**src/rtl/pwm_pkg.sv**
```systemverilog
// Shared definitions for the PWM capture block.
//   pwm_state_e : measurement FSM states
//   cnt_width() : measurement width derived from the counter resolution
package pwm_pkg;

    typedef enum logic [1:0] {
        IDLE = 2'd0,
        HIGH = 2'd1,
        LOW  = 2'd2
    } pwm_state_e;

    // One extra bit so a full 2^RESOLUTION period fits without wrapping.
    function automatic int unsigned cnt_width(input int unsigned resolution);
        return resolution + 1;
    endfunction

endpackage

```
**src/rtl/pwm_edge_sync.sv**
```systemverilog
// Synchronizes the asynchronous PWM input and produces registered
// single-cycle rise/fall strobes.
//   clk    : clock
//   rst    : synchronous active-low reset
//   pwm_in : asynchronous PWM waveform
//   rise   : one-cycle strobe on a synchronized 0->1 transition
//   fall   : one-cycle strobe on a synchronized 1->0 transition
module pwm_edge_sync #(
    parameter int unsigned SYNC_STAGES = 2
) (
    input  logic clk,
    input  logic rst,
    input  logic pwm_in,
    output logic rise,
    output logic fall
);

    // Strobes stay masked until the chain and the edge register hold real
    // samples, so the reset zeros are never mistaken for an observed low.
    localparam int unsigned ARM_CNT = SYNC_STAGES + 1;
    localparam int unsigned FILL_W  = $clog2(ARM_CNT + 1);

    logic [SYNC_STAGES-1:0] sync;
    logic                   prev;
    logic [FILL_W-1:0]      fill;
    logic                   armed;
    logic                   level;

    assign armed = (fill == FILL_W'(ARM_CNT));
    assign level = sync[SYNC_STAGES-1];

    // Synchronizer chain, edge register and strobe registers.
    always_ff @(posedge clk) begin
        if (!rst) begin
            sync <= '0;
            prev <= 1'b0;
            fill <= '0;
            rise <= 1'b0;
            fall <= 1'b0;
        end else begin
            sync <= {sync[SYNC_STAGES-2:0], pwm_in};
            prev <= level;
            if (!armed) begin
                fill <= fill + FILL_W'(1);
            end
            rise <= armed &  level & ~prev;
            fall <= armed & ~level &  prev;
        end
    end

endmodule

```
**src/rtl/pwm_capture.sv**
```systemverilog
// Measures period and high time of an asynchronous PWM input in clk cycles.
//   clk        : clock, all logic on the rising edge
//   rst        : synchronous active-low reset
//   pwm_in     : asynchronous PWM waveform
//   period_cnt : cycles between the last two rising edges
//   high_cnt   : high cycles within the last measured period
//   valid      : one-cycle pulse when period_cnt/high_cnt update
//   no_signal  : level, set while no rising edge seen within the timeout
module pwm_capture
    import pwm_pkg::*;
#(
    parameter  int unsigned RESOLUTION  = 10,
    parameter  int unsigned SYNC_STAGES = 2,
    localparam int unsigned CNT_W       = cnt_width(RESOLUTION)
) (
    input  logic             clk,
    input  logic             rst,
    input  logic             pwm_in,
    output logic [CNT_W-1:0] period_cnt,
    output logic [CNT_W-1:0] high_cnt,
    output logic             valid,
    output logic             no_signal
);

    // The counter restarts at 1: the strobe cycle is the first cycle of the
    // new period, so rises N cycles apart read back as exactly N.
    localparam logic [CNT_W-1:0] CNT_ONE = CNT_W'(1);
    // Last count before the counter would hit all-ones (timeout point).
    localparam logic [CNT_W-1:0] TMO_AT  = {{(CNT_W-1){1'b1}}, 1'b0};

    pwm_state_e       state, state_d;
    logic [CNT_W-1:0] cnt, cnt_d;
    logic [CNT_W-1:0] hreg, hreg_d;
    logic [CNT_W-1:0] period_d, high_d;
    logic             valid_d, nosig_d;
    logic             rise, fall;

    pwm_edge_sync #(
        .SYNC_STAGES (SYNC_STAGES)
    ) u_edge_sync (
        .clk    (clk),
        .rst    (rst),
        .pwm_in (pwm_in),
        .rise   (rise),
        .fall   (fall)
    );

    // Next-state and output logic.
    always_comb begin
        state_d  = state;
        cnt_d    = cnt;
        hreg_d   = hreg;
        period_d = period_cnt;
        high_d   = high_cnt;
        valid_d  = 1'b0;
        nosig_d  = no_signal;

        case (state)
            IDLE: begin
                if (rise) begin
                    state_d = HIGH;
                    cnt_d   = CNT_ONE;
                end
            end
            HIGH, LOW: begin
                cnt_d = cnt + CNT_ONE;
                // A rise while still in HIGH (missed fall) closes the period too.
                if (rise) begin
                    period_d = cnt;
                    high_d   = hreg;
                    valid_d  = 1'b1;
                    nosig_d  = 1'b0;
                    cnt_d    = CNT_ONE;
                    state_d  = HIGH;
                end else begin
                    if (state == HIGH && fall) begin
                        hreg_d  = cnt;
                        state_d = LOW;
                    end
                    // Counter parks at all-ones in IDLE and never wraps.
                    if (cnt == TMO_AT) begin
                        state_d = IDLE;
                        nosig_d = 1'b1;
                    end
                end
            end
            default: state_d = IDLE;
        endcase
    end

    // State and output registers.
    always_ff @(posedge clk) begin
        if (!rst) begin
            state      <= IDLE;
            cnt        <= '0;
            hreg       <= '0;
            period_cnt <= '0;
            high_cnt   <= '0;
            valid      <= 1'b0;
            no_signal  <= 1'b1;
        end else begin
            state      <= state_d;
            cnt        <= cnt_d;
            hreg       <= hreg_d;
            period_cnt <= period_d;
            high_cnt   <= high_d;
            valid      <= valid_d;
            no_signal  <= nosig_d;
        end
    end

endmodule

```
**config.mk**
```make
export PLATFORM = sky130hd
export DESIGN_NAME = pwm_capture
export DESIGN_NICKNAME = d
export VERILOG_FILES = /design/src/rtl/pwm_pkg.sv /design/src/rtl/pwm_edge_sync.sv /design/src/rtl/pwm_capture.sv
export SDC_FILE = /design/constraint.sdc
export NUM_CORES = 1
export LEC_CHECK = 0
export ABC_AREA = 1
export BUFFER_PORTS_ARGS = -buffer_cell sky130_fd_sc_hd__buf_2
export CAP_MARGIN = 40
export CORE_MARGIN = 1.5
export CORE_UTILIZATION = 40
export DETAILED_ROUTE_END_ITERATION = 6
export GPL_TIMING_DRIVEN = 0
export PLACE_DENSITY = 0.59
export SYNTH_ARGS = -nofsm -noshare
export SYNTH_HDL_FRONTEND = slang
export SYNTH_SLANG_ARGS = --single-unit
export TNS_END_PERCENT = 100
```
**constraint.sdc**
```tcl
create_clock -name clk -period 1.95 [get_ports clk]
set_input_delay 0.2925 -clock clk [delete_from_list [all_inputs] [get_ports clk]]
set_output_delay 0.2925 -clock clk [all_outputs]
set_load 0.005 [all_outputs]
```
==> impl_results.html, run 1 <==
<table>
<tr><th>Metric</th><th>Value</th></tr>
<tr><th colspan="2">CTS</th></tr>
<tr><td>Post-CTS Setup Repair Bufs</td><td>0</td></tr>
<tr><td>Clock latency reported for the late side of the worst-skew pair</td><td>~0.30 ns</td></tr>
<tr><td>Clk buf depth</td><td>2</td></tr>
<tr><td>Clock Pin Slew Worst Setup and Hold Paths</td><td>0.10 ns</td></tr>
<tr><td>Hold buffer count at CTS</td><td>0</td></tr>
<tr><td>Root buf cell</td><td>clkbuf_8</td></tr>
<tr><td>H-tree depth</td><td>2</td></tr>
<tr><td>TritonCTS clock tree</td><td>built</td></tr>
<tr><td>Number of sinks handled by clock tree synthesis</td><td>55</td></tr>
<tr><td>Clock buffer count from CTS</td><td>5</td></tr>
<tr><td>Number of cells upsized or downsized after cts</td><td>0</td></tr>
<tr><th colspan="2">Routing</th></tr>
<tr><td>Wire length on met3</td><td>133 um</td></tr>
<tr><td>Detailed Route WL</td><td>roughly 4600 um</td></tr>
<tr><td>First-pass DRT Iterations</td><td>4</td></tr>
<tr><td>Amount of wire on met2 after detailed routing</td><td>about 2100 um</td></tr>
<tr><td>Detail-routed net length per standard cell</td><td>roughly 12 um</td></tr>
<tr><td>Post-DR vias/cell</td><td>approximately 4.8</td></tr>
<tr><td>Met1 wire length</td><td>roughly 2300 um</td></tr>
<tr><td>Count of nets left with antenna violations after detail routing</td><td>0</td></tr>
<tr><td>Max Used Layer</td><td>met4</td></tr>
<tr><td>DRC violation count after routing</td><td>0</td></tr>
<tr><td>Iteration-0 DRC Markers</td><td>76</td></tr>
<tr><td>DR vias</td><td>between 1,500 and 2,000</td></tr>
<tr><th colspan="2">Timing</th></tr>
<tr><td>Worst max-slew margin expressed relative to the limit</td><td>0.715</td></tr>
<tr><td>Final slew viol count</td><td>0</td></tr>
<tr><td>RSZ-0062 raised after global routing</td><td>false</td></tr>
<tr><td>Worst hold slack</td><td>approximately 0.17 ns</td></tr>
<tr><td>Shortest clock period the worst path allows after layout</td><td>around 1.6 ns</td></tr>
<tr><td>Worst setup skew after layout</td><td>about 0.0042 ns</td></tr>
<tr><td>Final hold violation count</td><td>0</td></tr>
<tr><td>Final period util</td><td>0.833</td></tr>
<tr><td>Max Fclk</td><td>0.616 GHz</td></tr>
<tr><td>Count of endpoints failing setup in the final report</td><td>0</td></tr>
<tr><td>Setup tns final</td><td>0 ns</td></tr>
<tr><td>Slew @ Worst Pin</td><td>0.427 ns</td></tr>
<tr><th colspan="2">Critical path</th></tr>
<tr><td>Depth of the most critical reg-to-reg path</td><td>7</td></tr>
<tr><td>CP Cell Sequence</td><td>inv_1, ha_1, nand2_1, nor2_1, buf_2, o21ai_0, a21oi_1</td></tr>
<tr><td>Cell with the largest stage delay on the worst path</td><td>dfxtp_1</td></tr>
<tr><td>Data required time at the worst endpoint</td><td>approximately 2.2 ns</td></tr>
<tr><td>WS Path Type</td><td>flip-flop to flip-flop</td></tr>
<tr><td>Worst r2r src</td><td>state[0]$_SDFFE_PN0P_</td></tr>
<tr><td>Crit path max-delay family</td><td>flip-flops</td></tr>
<tr><td>Internal reg-to-reg setup slack</td><td>0.33 ns</td></tr>
<tr><td>Critical path data arrival time</td><td>approximately 1.9 ns</td></tr>
<tr><td>Capturing point of the worst reg2reg path</td><td>hreg[10]$_SDFFE_PN0P_</td></tr>
<tr><td>Type of destination of the critical path</td><td>flip-flop</td></tr>
<tr><td>Worst-path fanout max</td><td>10</td></tr>
<tr><td>Buffers and inverters on the worst path</td><td>2</td></tr>
<tr><td>CP Launch Type</td><td>flip-flop</td></tr>
<tr><td>Slowest stage delay, CP</td><td>0.39 ns</td></tr>
<tr><th colspan="2">Cells and area</th></tr>
<tr><td>Core occupancy in the finished layout</td><td>0.481</td></tr>
<tr><td>Final #Nets</td><td>between 300 and 400</td></tr>
<tr><td>Inserted Diodes</td><td>0</td></tr>
<tr><td>Area growth from synthesis to final layout</td><td>15.1%</td></tr>
<tr><td>Proportion of layout cells with a drive suffix above 1</td><td>0.177</td></tr>
<tr><th colspan="2">Global routing</th></tr>
<tr><td>Global-route wire length before repair</td><td>just under 8000 um</td></tr>
<tr><td>Pin count of the biggest net entering global routing</td><td>17</td></tr>
<tr><td>Number of antenna violations at the first check in global routing</td><td>0</td></tr>
<tr><td>Via count of the first global-routing pass</td><td>around 1,700</td></tr>
<tr><td>Global route total overflow</td><td>0</td></tr>
<tr><td>Global router's overall resource usage</td><td>0.168</td></tr>
<tr><th colspan="2">Power</th></tr>
<tr><td>Maximum vdd ir drop</td><td>~540 uV</td></tr>
<tr><td>Fraction of power consumed by combinational cells</td><td>0.118</td></tr>
<tr><td>Sw frac</td><td>0.259</td></tr>
<tr><td>Areal power density over the cells</td><td>881 nW/um^2</td></tr>
<tr><td>Sw Pwr</td><td>approximately 560 uW</td></tr>
<tr><td>Internal power of the cells</td><td>between 1500 and 2000 uW</td></tr>
<tr><td>LEAKAGE</td><td>between 0.001 and 0.0015 uW</td></tr>
<tr><td>Power share of the clock group</td><td>0.339</td></tr>
<tr><td>Register share of total power</td><td>0.543</td></tr>
<tr><th colspan="2">Floorplanning</th></tr>
<tr><td>Die Width</td><td>76.3 um</td></tr>
<tr><td>Initial core utilization</td><td>0.418</td></tr>
<tr><td>Total number of placement rows</td><td>26</td></tr>
<tr><td>Die Area</td><td>slightly below 6000 sq um</td></tr>
<tr><td>Floorplan die height</td><td>76.3 um</td></tr>
<tr><td>CORE AREA</td><td>between 5000 and 6000 sq um</td></tr>
<tr><td>IO Count</td><td>27</td></tr>
<tr><th colspan="2">Logic synthesis</th></tr>
<tr><td>Post-synthesis cell area</td><td>around 2100 sq um</td></tr>
<tr><td>Largest area contributor in the synthesized netlist</td><td>dfxtp_1</td></tr>
<tr><td>Synthesized instance count</td><td>~270</td></tr>
<tr><td>Proportion of synthesized chip area in sequential cells</td><td>0.513</td></tr>
<tr><td>Yosys warnings</td><td>0</td></tr>
<tr><td>Number of flip-flops and latches in the synthesized netlist</td><td>55</td></tr>
<tr><td>Mean instance size in the synthesized netlist</td><td>around 7.9 sq um</td></tr>
<tr><td>Top post-synthesis cells by area</td><td>dfxtp_1, o21ai_0, nor2_1</td></tr>
<tr><td>Count of distinct cell types in the synthesized netlist</td><td>24</td></tr>
<tr><td>Syn Nets</td><td>about 280</td></tr>
<tr><td>Share of Yosys cell area claimed by the top area cell type</td><td>0.513</td></tr>
<tr><th colspan="2">Placed design</th></tr>
<tr><td>Number of port buffers</td><td>26</td></tr>
<tr><td>Half-perimeter wire length after detailed placement</td><td>3400 um</td></tr>
<tr><td>GPL Wtd Cong</td><td>0.812</td></tr>
<tr><th colspan="2">Job</th></tr>
<tr><td>Max-cap violations</td><td>0</td></tr>
<tr><th colspan="2">Worst hold path</th></tr>
<tr><td>Startpoint of the tightest hold check path</td><td>pwm_in</td></tr>
<tr><td>Worst hold path class</td><td>input port to flip-flop</td></tr>
<tr><td>Number of cells traversed by the worst hold path</td><td>3</td></tr>
<tr><td>Hold path endpoint</td><td>u_edge_sync.sync[0]$_SDFF_PN0_</td></tr>
<tr><th colspan="2">Status</th></tr>
<tr><td>Outcome</td><td>finished clean</td></tr>
</table>
==> metrics by stage <==
stage                     cells  area [sq um]  worst slack (ns)  total power [uW]
after floorplan             272          2150             0.584              1400
after global placement      368          2360             0.375              1460
after detailed placement    368          2360             0.359              1460
after CTS                   375          2470             0.338              2190
after global routing        375          2470             0.116              2270
final                       375          2470             0.326              2180
==> layer usage <==
metal  vias up  track usage
li1        943            -
met1       827        0.224
met2        25        0.279
met3         5       0.0383
met4         0       0.0370
met5         -            0
==> power by group through the flow <==
stage / Clock [uW] / Combinational [uW] / Sequential (uW)
4_1_cts: 755 / 259 / 1180
2_1_floorplan: 0 / 198 / 1200
6_report: 738 / 257 / 1180
3_3_place_gp: 0 / 255 / 1200
3_5_place_dp: 0 / 256 / 1210
5_1_grt: 793 / 295 / 1190
==> worst reg2reg max path: stages (launching register included) <==
cell and delay (ns):
dfxtp_1 0.39, inv_1 0.06, ha_1 0.31, nand2_1 0.11, nor2_1 0.21, buf_2 0.25
o21ai_0 0.09, a21oi_1 0.15
==> cell type report <==
cell class,count,area (sq um)
tap,70,87.6
timing repair buffer,26,130
clock buffer,5,68.8
multi-input combinational,176,886
fill,564,2670
sequential,55,1100
clock inverter,2,37.5
inverter,31,116
buffer,10,43.8
==> cell families after synthesis <==
logic type / count (synthesis) / synth area share
adders and majority gates: 6 / 0.0350
buffers and inverters: 41 / 0.0746
and+or+nand+nor: 93 / 0.193
AOI/OAI and AO/OA: 77 / 0.184
DFF: 55 / 0.513
==> synth_stat cells, drive strengths merged <==
cell     n
nor3     2
a21oi   31
clkinv   1
clkbuf   4
o21ai   44
nand3    7
ha       6
and2     1
o31ai    1
dfxtp   55
a211oi   1
buf      6
inv     30
nand2   34
nand4    2
nor2    47
==> flip-flops by register name (all words and copies together) (netlist names) <==
register / cells
u_edge_sync.sync: 2
high_cnt: 11
u_edge_sync.fall: 1
valid: 1
cnt: 11
state: 2
no_signal: 1
u_edge_sync.fill: 2
period_cnt: 11
hreg: 11
u_edge_sync.rise: 1
u_edge_sync.prev: 1
==> cells in the final DEF (no fill, tap or decap), drive strengths merged <==
cell type,n
dfxtp,55
nor2,47
o21ai,44
nand2,34
buf,32
a21oi,31
inv,30
clkbuf,9
nand3,7
ha,6
nand4,2
nor3,2
clkinv,1
and2,1
o31ai,1
a211oi,1
bufinv,1
clkinvlp,1
==> worst max-delay path by stage <==
stage | from | end | cells past startpoint
global route | state[0]$_SDFFE_PN0P_ | hreg[6]$_SDFFE_PN0P_ | 7
global placement | state[0]$_SDFFE_PN0P_ | period_cnt[2]$_SDFFE_PN0P_ | 7
CTS | state[0]$_SDFFE_PN0P_ | hreg[10]$_SDFFE_PN0P_ | 7
floorplan | state[0]$_SDFFE_PN0P_ | period_cnt[0]$_SDFFE_PN0P_ | 7
detailed placement | state[0]$_SDFFE_PN0P_ | hreg[10]$_SDFFE_PN0P_ | 7
finish | state[0]$_SDFFE_PN0P_ | hreg[10]$_SDFFE_PN0P_ | 7
Note: power is estimated with default switching activity, not from simulation.
==> inputs of run 2 (changes only) <==
PLACE_DENSITY = 0.61   (was 0.59)
clock period = 1.35 ns   (was 1.95 ns; I/O delays follow)
==> impl_results.html, run 2 (same netlist as run 1, synthesis figures left out) <==
<table>
<tr><th>Metric</th><th>Value</th></tr>
<tr><th colspan="2">Power</th></tr>
<tr><td>Areal power density over the cells</td><td>1200 nW/um^2 (+37%)</td></tr>
<tr><td>Register share of total power</td><td>0.538 (-0.005)</td></tr>
<tr><td>Internal power of the cells</td><td>2300 uW (+43%)</td></tr>
<tr><td>Sw Pwr</td><td>897 uW (+59%)</td></tr>
<tr><td>LEAKAGE</td><td>0.00111 uW (+4.7%)</td></tr>
<tr><td>Fraction of power consumed by combinational cells</td><td>0.162 (+0.044)</td></tr>
<tr><td>Sw frac</td><td>0.281 (+0.0215)</td></tr>
<tr><td>Maximum vdd ir drop</td><td>668 uV (+23%)</td></tr>
<tr><td>Power share of the clock group</td><td>0.301 (-0.038)</td></tr>
<tr><th colspan="2">Critical path</th></tr>
<tr><td>CP Cell Sequence</td><td>inv_4, ha_4, nand2_4, nor2_4, buf_6, o21ai_1, a21oi_1</td></tr>
<tr><td>Type of destination of the critical path</td><td>flip-flop</td></tr>
<tr><td>Worst-path fanout max</td><td>5 (-5)</td></tr>
<tr><td>Data required time at the worst endpoint</td><td>1.59 ns (-0.59 ns)</td></tr>
<tr><td>Slowest stage delay, CP</td><td>0.39 ns (about the same)</td></tr>
<tr><td>Internal reg-to-reg setup slack</td><td>-0.04 ns (-0.36 ns)</td></tr>
<tr><td>WS Path Type</td><td>flip-flop to flip-flop</td></tr>
<tr><td>CP Launch Type</td><td>flip-flop</td></tr>
<tr><td>Buffers and inverters on the worst path</td><td>2 (unchanged)</td></tr>
<tr><td>Instance count on the critical path</td><td>7 (unchanged)</td></tr>
<tr><td>Crit path max-delay family</td><td>flip-flops</td></tr>
<tr><td>Depth of the most critical reg-to-reg path</td><td>7 (unchanged)</td></tr>
<tr><td>Critical path data arrival time</td><td>1.63 ns (-0.23 ns)</td></tr>
<tr><td>Worst r2r src</td><td>state[0]$_SDFFE_PN0P_</td></tr>
<tr><td>Capturing point of the worst reg2reg path</td><td>hreg[7]$_SDFFE_PN0P_</td></tr>
<tr><td>Cell with the largest stage delay on the worst path</td><td>dfxtp_4</td></tr>
<tr><th colspan="2">CTS</th></tr>
<tr><td>Root buf cell</td><td>clkbuf_8</td></tr>
<tr><td>Clock buffer count from CTS</td><td>5 (unchanged)</td></tr>
<tr><td>Clock Pin Slew Worst Setup and Hold Paths</td><td>0.10 ns (about the same)</td></tr>
<tr><td>TritonCTS clock tree</td><td>built</td></tr>
<tr><td>H-tree depth</td><td>2 (unchanged)</td></tr>
<tr><td>Clk buf depth</td><td>2 (unchanged)</td></tr>
<tr><td>Number of sinks handled by clock tree synthesis</td><td>55 (unchanged)</td></tr>
<tr><td>Clock latency reported for the late side of the worst-skew pair</td><td>0.31 ns (about the same)</td></tr>
<tr><td>Hold buffer count at CTS</td><td>0 (unchanged)</td></tr>
<tr><th colspan="2">Timing</th></tr>
<tr><td>Worst setup skew after layout</td><td>0.0101 ns (+0.00590 ns)</td></tr>
<tr><td>Count of endpoints failing setup in the final report</td><td>8 (+8)</td></tr>
<tr><td>Max Fclk</td><td>0.722 GHz (+17%)</td></tr>
<tr><td>Shortest clock period the worst path allows after layout</td><td>1.39 ns (-0.238 ns)</td></tr>
<tr><td>Slew @ Worst Pin</td><td>0.585 ns (+0.158 ns)</td></tr>
<tr><td>Worst hold slack</td><td>0.0748 ns (-0.0926 ns)</td></tr>
<tr><td>Final hold violation count</td><td>0 (unchanged)</td></tr>
<tr><td>Fin worst setup slack</td><td>-0.0358 ns (-0.362 ns)</td></tr>
<tr><td>Final period util</td><td>1.03 (+0.194)</td></tr>
<tr><td>Setup tns final</td><td>-0.167 ns (-0.167 ns)</td></tr>
<tr><td>RSZ-0062 raised after global routing</td><td>true</td></tr>
<tr><td>Final slew viol count</td><td>0 (unchanged)</td></tr>
<tr><td>Worst max-slew margin expressed relative to the limit</td><td>0.610 (-0.105)</td></tr>
<tr><th colspan="2">Floorplanning</th></tr>
<tr><td>IO Count</td><td>27 (unchanged)</td></tr>
<tr><td>Initial core utilization</td><td>0.418 (unchanged)</td></tr>
<tr><td>CORE AREA</td><td>5140 sq um (unchanged)</td></tr>
<tr><td>Total number of placement rows</td><td>26 (unchanged)</td></tr>
<tr><td>Floorplan die height</td><td>76.3 um (unchanged)</td></tr>
<tr><td>Die Area</td><td>5820 sq um (unchanged)</td></tr>
<tr><td>Die Width</td><td>76.3 um (unchanged)</td></tr>
<tr><th colspan="2">Cells and area</th></tr>
<tr><td>Leading cell types in the layout, fill and taps excluded</td><td>dfxtp_1, nor2_1, a21oi_1, buf_2, nand2_1</td></tr>
<tr><td>Inserted Diodes</td><td>0 (unchanged)</td></tr>
<tr><td>Area growth from synthesis to final layout</td><td>23.7%</td></tr>
<tr><td>Final #Nets</td><td>319 (+1.6%)</td></tr>
<tr><td>Filler cell count</td><td>546 (-3.2%)</td></tr>
<tr><td>Proportion of layout cells with a drive suffix above 1</td><td>0.267 (+0.0898)</td></tr>
<tr><td>Core occupancy in the finished layout</td><td>0.517 (+0.0360)</td></tr>
<tr><td>Final cell count without fillers</td><td>381 (+1.6%)</td></tr>
<tr><td>Non-Filler Cell Area, Final</td><td>2660 sq um (+7.5%)</td></tr>
<tr><td>Most common cell after layout, fill and taps aside</td><td>dfxtp_1</td></tr>
<tr><th colspan="2">Global routing</th></tr>
<tr><td>Via count of the first global-routing pass</td><td>1,751 (+5.7%)</td></tr>
<tr><td>Number of antenna violations at the first check in global routing</td><td>0 (unchanged)</td></tr>
<tr><td>Global router's overall resource usage</td><td>0.172 (+0.00347)</td></tr>
<tr><td>Global-route wire length before repair</td><td>8020 um (+1.6%)</td></tr>
<tr><td>Pin count of the biggest net entering global routing</td><td>18 (+1)</td></tr>
<tr><td>Global route total overflow</td><td>0 (unchanged)</td></tr>
<tr><th colspan="2">Worst hold path</th></tr>
<tr><td>Number of cells traversed by the worst hold path</td><td>3 (unchanged)</td></tr>
<tr><td>Hold path endpoint</td><td>u_edge_sync.sync[0]$_SDFF_PN0_</td></tr>
<tr><td>Startpoint of the tightest hold check path</td><td>pwm_in</td></tr>
<tr><td>Worst hold path class</td><td>input port to flip-flop</td></tr>
<tr><th colspan="2">Status</th></tr>
<tr><td>Violated checks</td><td>negative setup slack</td></tr>
<tr><td>Outcome</td><td>complete, but fails checks</td></tr>
<tr><th colspan="2">Placed design</th></tr>
<tr><td>Number of port buffers</td><td>26 (unchanged)</td></tr>
<tr><td>GPL Wtd Cong</td><td>0.817 (+0.65%)</td></tr>
<tr><td>Half-perimeter wire length after detailed placement</td><td>3370 um (-1.1%)</td></tr>
<tr><td>Total cell area at the placement stage</td><td>2370 sq um (+0.11%)</td></tr>
<tr><td>Total placed cells including tap cells</td><td>368 (unchanged)</td></tr>
<tr><th colspan="2">Routing</th></tr>
<tr><td>Detailed Route WL</td><td>4790 um (+4.1%)</td></tr>
<tr><td>Detail-routed net length per standard cell</td><td>12.6 um (+2.4%)</td></tr>
<tr><td>Iteration-0 DRC Markers</td><td>89 (+17%)</td></tr>
<tr><td>Post-DR vias/cell</td><td>4.90 (+2.1%)</td></tr>
<tr><td>DRC violation count after routing</td><td>0 (unchanged)</td></tr>
<tr><td>First-pass DRT Iterations</td><td>4 (unchanged)</td></tr>
<tr><td>DR vias</td><td>1,868 (+3.8%)</td></tr>
<tr><td>Count of nets left with antenna violations after detail routing</td><td>0 (unchanged)</td></tr>
<tr><th colspan="2">Job</th></tr>
<tr><td>Max-cap violations</td><td>0 (unchanged)</td></tr>
</table>
-- run 2: tightest hold or removal path, delay by kind of cell --
| kind | cells | cell delay, ns |
|---|---|---|
| buffers and inverters | 2 | 0.11 |
| and+or+nand+nor | 1 | 0.04 |
-- run 2: worst max-delay path by stage --
| stage | end | slack [ns] | startpoint |
|---|---|---|---|
| floorplan | hreg[10]$_SDFFE_PN0P_ | -0.002 | state[0]$_SDFFE_PN0P_ |
| global placement | hreg[4]$_SDFFE_PN0P_ | -0.27 | state[0]$_SDFFE_PN0P_ |
| detailed placement | hreg[4]$_SDFFE_PN0P_ | -0.26 | state[0]$_SDFFE_PN0P_ |
| CTS | hreg[4]$_SDFFE_PN0P_ | -0.007 | state[0]$_SDFFE_PN0P_ |
| global route | hreg[3]$_SDFFE_PN0P_ | -0.09 | state[1]$_SDFFE_PN0P_ |
| finish | hreg[7]$_SDFFE_PN0P_ | -0.04 | state[0]$_SDFFE_PN0P_ |
-- run 2: final cells by class --
class                   count  area, sq um  area share
well taps                  70         87.6      0.0330
plain buffers              10         78.8      0.0297
repair buffers             31          189      0.0711
clock inverters             2         16.3     0.00612
flip-flops and latches     55         1110       0.417
inverters                  31          126      0.0476
clock buffers               6         82.6      0.0311
multi-input cells         176          967       0.364
-- run 2: power groups by stage --
stage / Combinational, uW / Sequential, uW / Clock (uW)
2_1_floorplan: 290 / 1730 / 0
3_3_place_gp: 372 / 1740 / 0
3_5_place_dp: 372 / 1740 / 0
4_1_cts: 460 / 1710 / 979
5_1_grt: 575 / 1730 / 1040
6_report: 517 / 1720 / 961
-- run 2: routing by layer --
layer | GRT usage | vias to the layer above | share of wire
met4 | 0.0556 | 0 | 0.011
li1 | - | 958 | -
met2 | 0.285 | 38 | 0.45
met1 | 0.224 | 865 | 0.49
met3 | 0.0335 | 7 | 0.043
met5 | 0 | - | 0
-- run 2: timing repair --
item,4_1_cts,5_1_grt
gates resized for setup,31,34
setup buffers,1,2
cloned,1,1
hold endpoints to repair,0,0
pin swaps,3,6
setup endpoints to repair,45,41
-- run 2: per-stage QoR --
step / power (uW) / setup slack [ns]
after floorplan: 2020 / -0.00221
after global placement: 2110 / -0.269
after detailed placement: 2110 / -0.262
after CTS: 3150 / -0.00743
after global routing: 3340 / -0.0904
final: 3200 / -0.0358
==> inputs of run 3 (changes only) <==
PLACE_DENSITY = unset   (was 0.61)
==> impl_results.html, run 3 (same netlist as run 1, synthesis figures left out) <==
<table>
<tr><th>Metric</th><th>Value</th></tr>
<tr><th colspan="2">Status</th></tr>
<tr><td>Outcome</td><td>complete, but fails checks</td></tr>
<tr><td>Violated checks</td><td>negative setup slack</td></tr>
<tr><th colspan="2">Timing</th></tr>
<tr><td>Slew @ Worst Pin</td><td>0.523 ns (-0.0619 ns)</td></tr>
<tr><td>Worst hold slack</td><td>0.0643 ns (-0.0105 ns)</td></tr>
<tr><td>RSZ-0062 raised after global routing</td><td>true</td></tr>
<tr><td>Final hold violation count</td><td>0 (unchanged)</td></tr>
<tr><td>Fin worst setup slack</td><td>-0.000618 ns (+0.0351 ns)</td></tr>
<tr><td>Shortest clock period the worst path allows after layout</td><td>1.35 ns (-0.0351 ns)</td></tr>
<tr><td>Worst setup skew after layout</td><td>0.00945 ns (-0.000663 ns)</td></tr>
<tr><td>Count of endpoints failing setup in the final report</td><td>1 (-7)</td></tr>
<tr><td>Max Fclk</td><td>0.740 GHz (+2.6%)</td></tr>
<tr><td>Final slew viol count</td><td>0 (unchanged)</td></tr>
<tr><td>Worst max-slew margin expressed relative to the limit</td><td>0.651 (+0.0412)</td></tr>
<tr><td>Setup tns final</td><td>-0.000618 ns (+0.167 ns)</td></tr>
<tr><td>Final period util</td><td>1.00 (-0.0260)</td></tr>
<tr><th colspan="2">Floorplanning</th></tr>
<tr><td>IO Count</td><td>27 (unchanged)</td></tr>
<tr><td>Die Area</td><td>5820 sq um (unchanged)</td></tr>
<tr><td>Floorplan die height</td><td>76.3 um (unchanged)</td></tr>
<tr><td>CORE AREA</td><td>5140 sq um (unchanged)</td></tr>
<tr><td>Die Width</td><td>76.3 um (unchanged)</td></tr>
<tr><td>Initial core utilization</td><td>0.418 (unchanged)</td></tr>
<tr><td>Total number of placement rows</td><td>26 (unchanged)</td></tr>
<tr><th colspan="2">Critical path</th></tr>
<tr><td>CP Launch Type</td><td>flip-flop</td></tr>
<tr><td>Data required time at the worst endpoint</td><td>1.61 ns (+0.02 ns)</td></tr>
<tr><td>Worst-path fanout max</td><td>5 (unchanged)</td></tr>
<tr><td>WS Path Type</td><td>flip-flop to flip-flop</td></tr>
<tr><td>Type of destination of the critical path</td><td>flip-flop</td></tr>
<tr><td>Critical path data arrival time</td><td>1.61 ns (-0.02 ns)</td></tr>
<tr><th colspan="2">Cells and area</th></tr>
<tr><td>Area growth from synthesis to final layout</td><td>24.6%</td></tr>
<tr><td>Core occupancy in the finished layout</td><td>0.520 (+0.00365)</td></tr>
<tr><td>Most common cell after layout, fill and taps aside</td><td>dfxtp_1</td></tr>
<tr><td>Leading cell types in the layout, fill and taps excluded</td><td>dfxtp_1, nor2_1, a21oi_1, o21ai_0, buf_2</td></tr>
<tr><td>Final #Nets</td><td>320 (+0.31%)</td></tr>
<tr><td>Proportion of layout cells with a drive suffix above 1</td><td>0.282 (+0.0152)</td></tr>
<tr><td>Inserted Diodes</td><td>0 (unchanged)</td></tr>
<tr><td>Area taken by multi-input logic gates</td><td>990 sq um (+2.3%)</td></tr>
<tr><td>Filler cell count</td><td>523 (-4.2%)</td></tr>
<tr><td>Sequential cell area</td><td>1110 sq um (unchanged)</td></tr>
<tr><th colspan="2">CTS</th></tr>
<tr><td>Hold buffer count at CTS</td><td>0 (unchanged)</td></tr>
<tr><td>Clock Pin Slew Worst Setup and Hold Paths</td><td>0.10 ns (about the same)</td></tr>
<tr><td>Clk buf depth</td><td>2 (unchanged)</td></tr>
<tr><td>TritonCTS clock tree</td><td>built</td></tr>
<tr><td>Root buf cell</td><td>clkbuf_8</td></tr>
<tr><td>Clock buffer count from CTS</td><td>5 (unchanged)</td></tr>
<tr><td>Number of sinks handled by clock tree synthesis</td><td>55 (unchanged)</td></tr>
<tr><td>Clock latency reported for the late side of the worst-skew pair</td><td>0.32 ns (about the same)</td></tr>
<tr><td>H-tree depth</td><td>2 (unchanged)</td></tr>
<tr><th colspan="2">Global routing</th></tr>
<tr><td>Number of antenna violations at the first check in global routing</td><td>0 (unchanged)</td></tr>
<tr><td>Pin count of the biggest net entering global routing</td><td>19 (+1)</td></tr>
<tr><td>Global router's overall resource usage</td><td>0.183 (+0.0112)</td></tr>
<tr><td>Global route total overflow</td><td>0 (unchanged)</td></tr>
<tr><td>Global-route wire length before repair</td><td>8370 um (+4.4%)</td></tr>
<tr><td>Via count of the first global-routing pass</td><td>1,762 (+0.63%)</td></tr>
<tr><th colspan="2">Power</th></tr>
<tr><td>Areal power density over the cells</td><td>1230 nW/um^2 (+2.2%)</td></tr>
<tr><td>LEAKAGE</td><td>0.00111 uW (+0.43%)</td></tr>
<tr><td>Maximum vdd ir drop</td><td>568 uV (-15%)</td></tr>
<tr><th colspan="2">Routing</th></tr>
<tr><td>Detail-routed net length per standard cell</td><td>12.7 um (+1.4%)</td></tr>
<tr><td>DR vias</td><td>1,866 (-0.11%)</td></tr>
<tr><td>Count of nets left with antenna violations after detail routing</td><td>0 (unchanged)</td></tr>
<tr><td>DRC violation count after routing</td><td>0 (unchanged)</td></tr>
<tr><td>Detailed Route WL</td><td>4870 um (+1.6%)</td></tr>
<tr><td>First-pass DRT Iterations</td><td>4 (unchanged)</td></tr>
<tr><td>Iteration-0 DRC Markers</td><td>83 (-6.7%)</td></tr>
<tr><td>Post-DR vias/cell</td><td>4.88 (-0.37%)</td></tr>
<tr><th colspan="2">Placed design</th></tr>
<tr><td>Half-perimeter wire length after detailed placement</td><td>3410 um (+1.4%)</td></tr>
<tr><td>GPL Wtd Cong</td><td>0.812 (-0.69%)</td></tr>
<tr><td>Number of port buffers</td><td>26 (unchanged)</td></tr>
<tr><th colspan="2">Worst hold path</th></tr>
<tr><td>Worst hold path class</td><td>input port to flip-flop</td></tr>
<tr><th colspan="2">Job</th></tr>
<tr><td>Max-cap violations</td><td>0 (unchanged)</td></tr>
</table>
-- run 3: metal layers --
metal	wire length, um	GRT usage
met5	0	0
met4	66	0.0593
met3	229	0.0491
met2	2200	0.288
met1	2370	0.243
-- run 3: report_power, final --
group | leakage [uW] | switching, uW | internal, uW | total [uW]
Combinational | 0.000619 | 363 | 267 | 630
Sequential | 0.000446 | 45.2 | 1670 | 1720
Clock | 0.0000485 | 567 | 373 | 940
Total | 0.00111 | 975 | 2310 | 3290
-- run 3: cell type report --
cell class,instances,share of cell area
buffer,10,0.0309
clock buffer,5,0.0257
clock inverter,3,0.00842
inverter,31,0.0463
multi-input combinational,176,0.370
sequential,55,0.414
tap,70,0.0327
timing repair buffer,32,0.0716
-- run 3: final timing paths --
kind | startpoint | to | slack [ns] | cells past startpoint
max reg2reg | state[0]$_SDFFE_PN0P_ | hreg[2]$_SDFFE_PN0P_ | -0.0006 | 7
min reg2reg | u_edge_sync.sync[0]$_SDFF_PN0_ | u_edge_sync.sync[1]$_SDFF_PN0_ | 0.42 | 2
max | state[0]$_SDFFE_PN0P_ | hreg[2]$_SDFFE_PN0P_ | -0.0006 | 7
min | pwm_in | u_edge_sync.sync[0]$_SDFF_PN0_ | 0.06 | 3
-- run 3: critical path, stage by stage (launching register included) --
cell and delay [ns]:
dfxtp_2 0.36, inv_2 0.05, ha_4 0.28, nand2_4 0.08
nor2_4 0.16, buf_6 0.15, o21ai_0 0.08, a21oi_1 0.14
-- run 3: stage by stage --
stage | cell area (sq um) | cells | setup slack (ns) | total power (uW)
after global placement | 2370 | 368 | -0.276 | 2110
final | 2680 | 382 | -0.000618 | 3290
after detailed placement | 2370 | 368 | -0.268 | 2120
after floorplan | 2150 | 272 | -0.00221 | 2020
after CTS | 2550 | 380 | 0.00238 | 3160
after global routing | 2680 | 382 | -0.0833 | 3460
-- run 3: timing repair --
item / 4_1_cts / 5_1_grt
setup buffers: 3 / 2
gates cloned: 1 / 0
setup endpoints to repair: 45 / 39
pin swaps: 4 / 4
resized for setup: 23 / 45
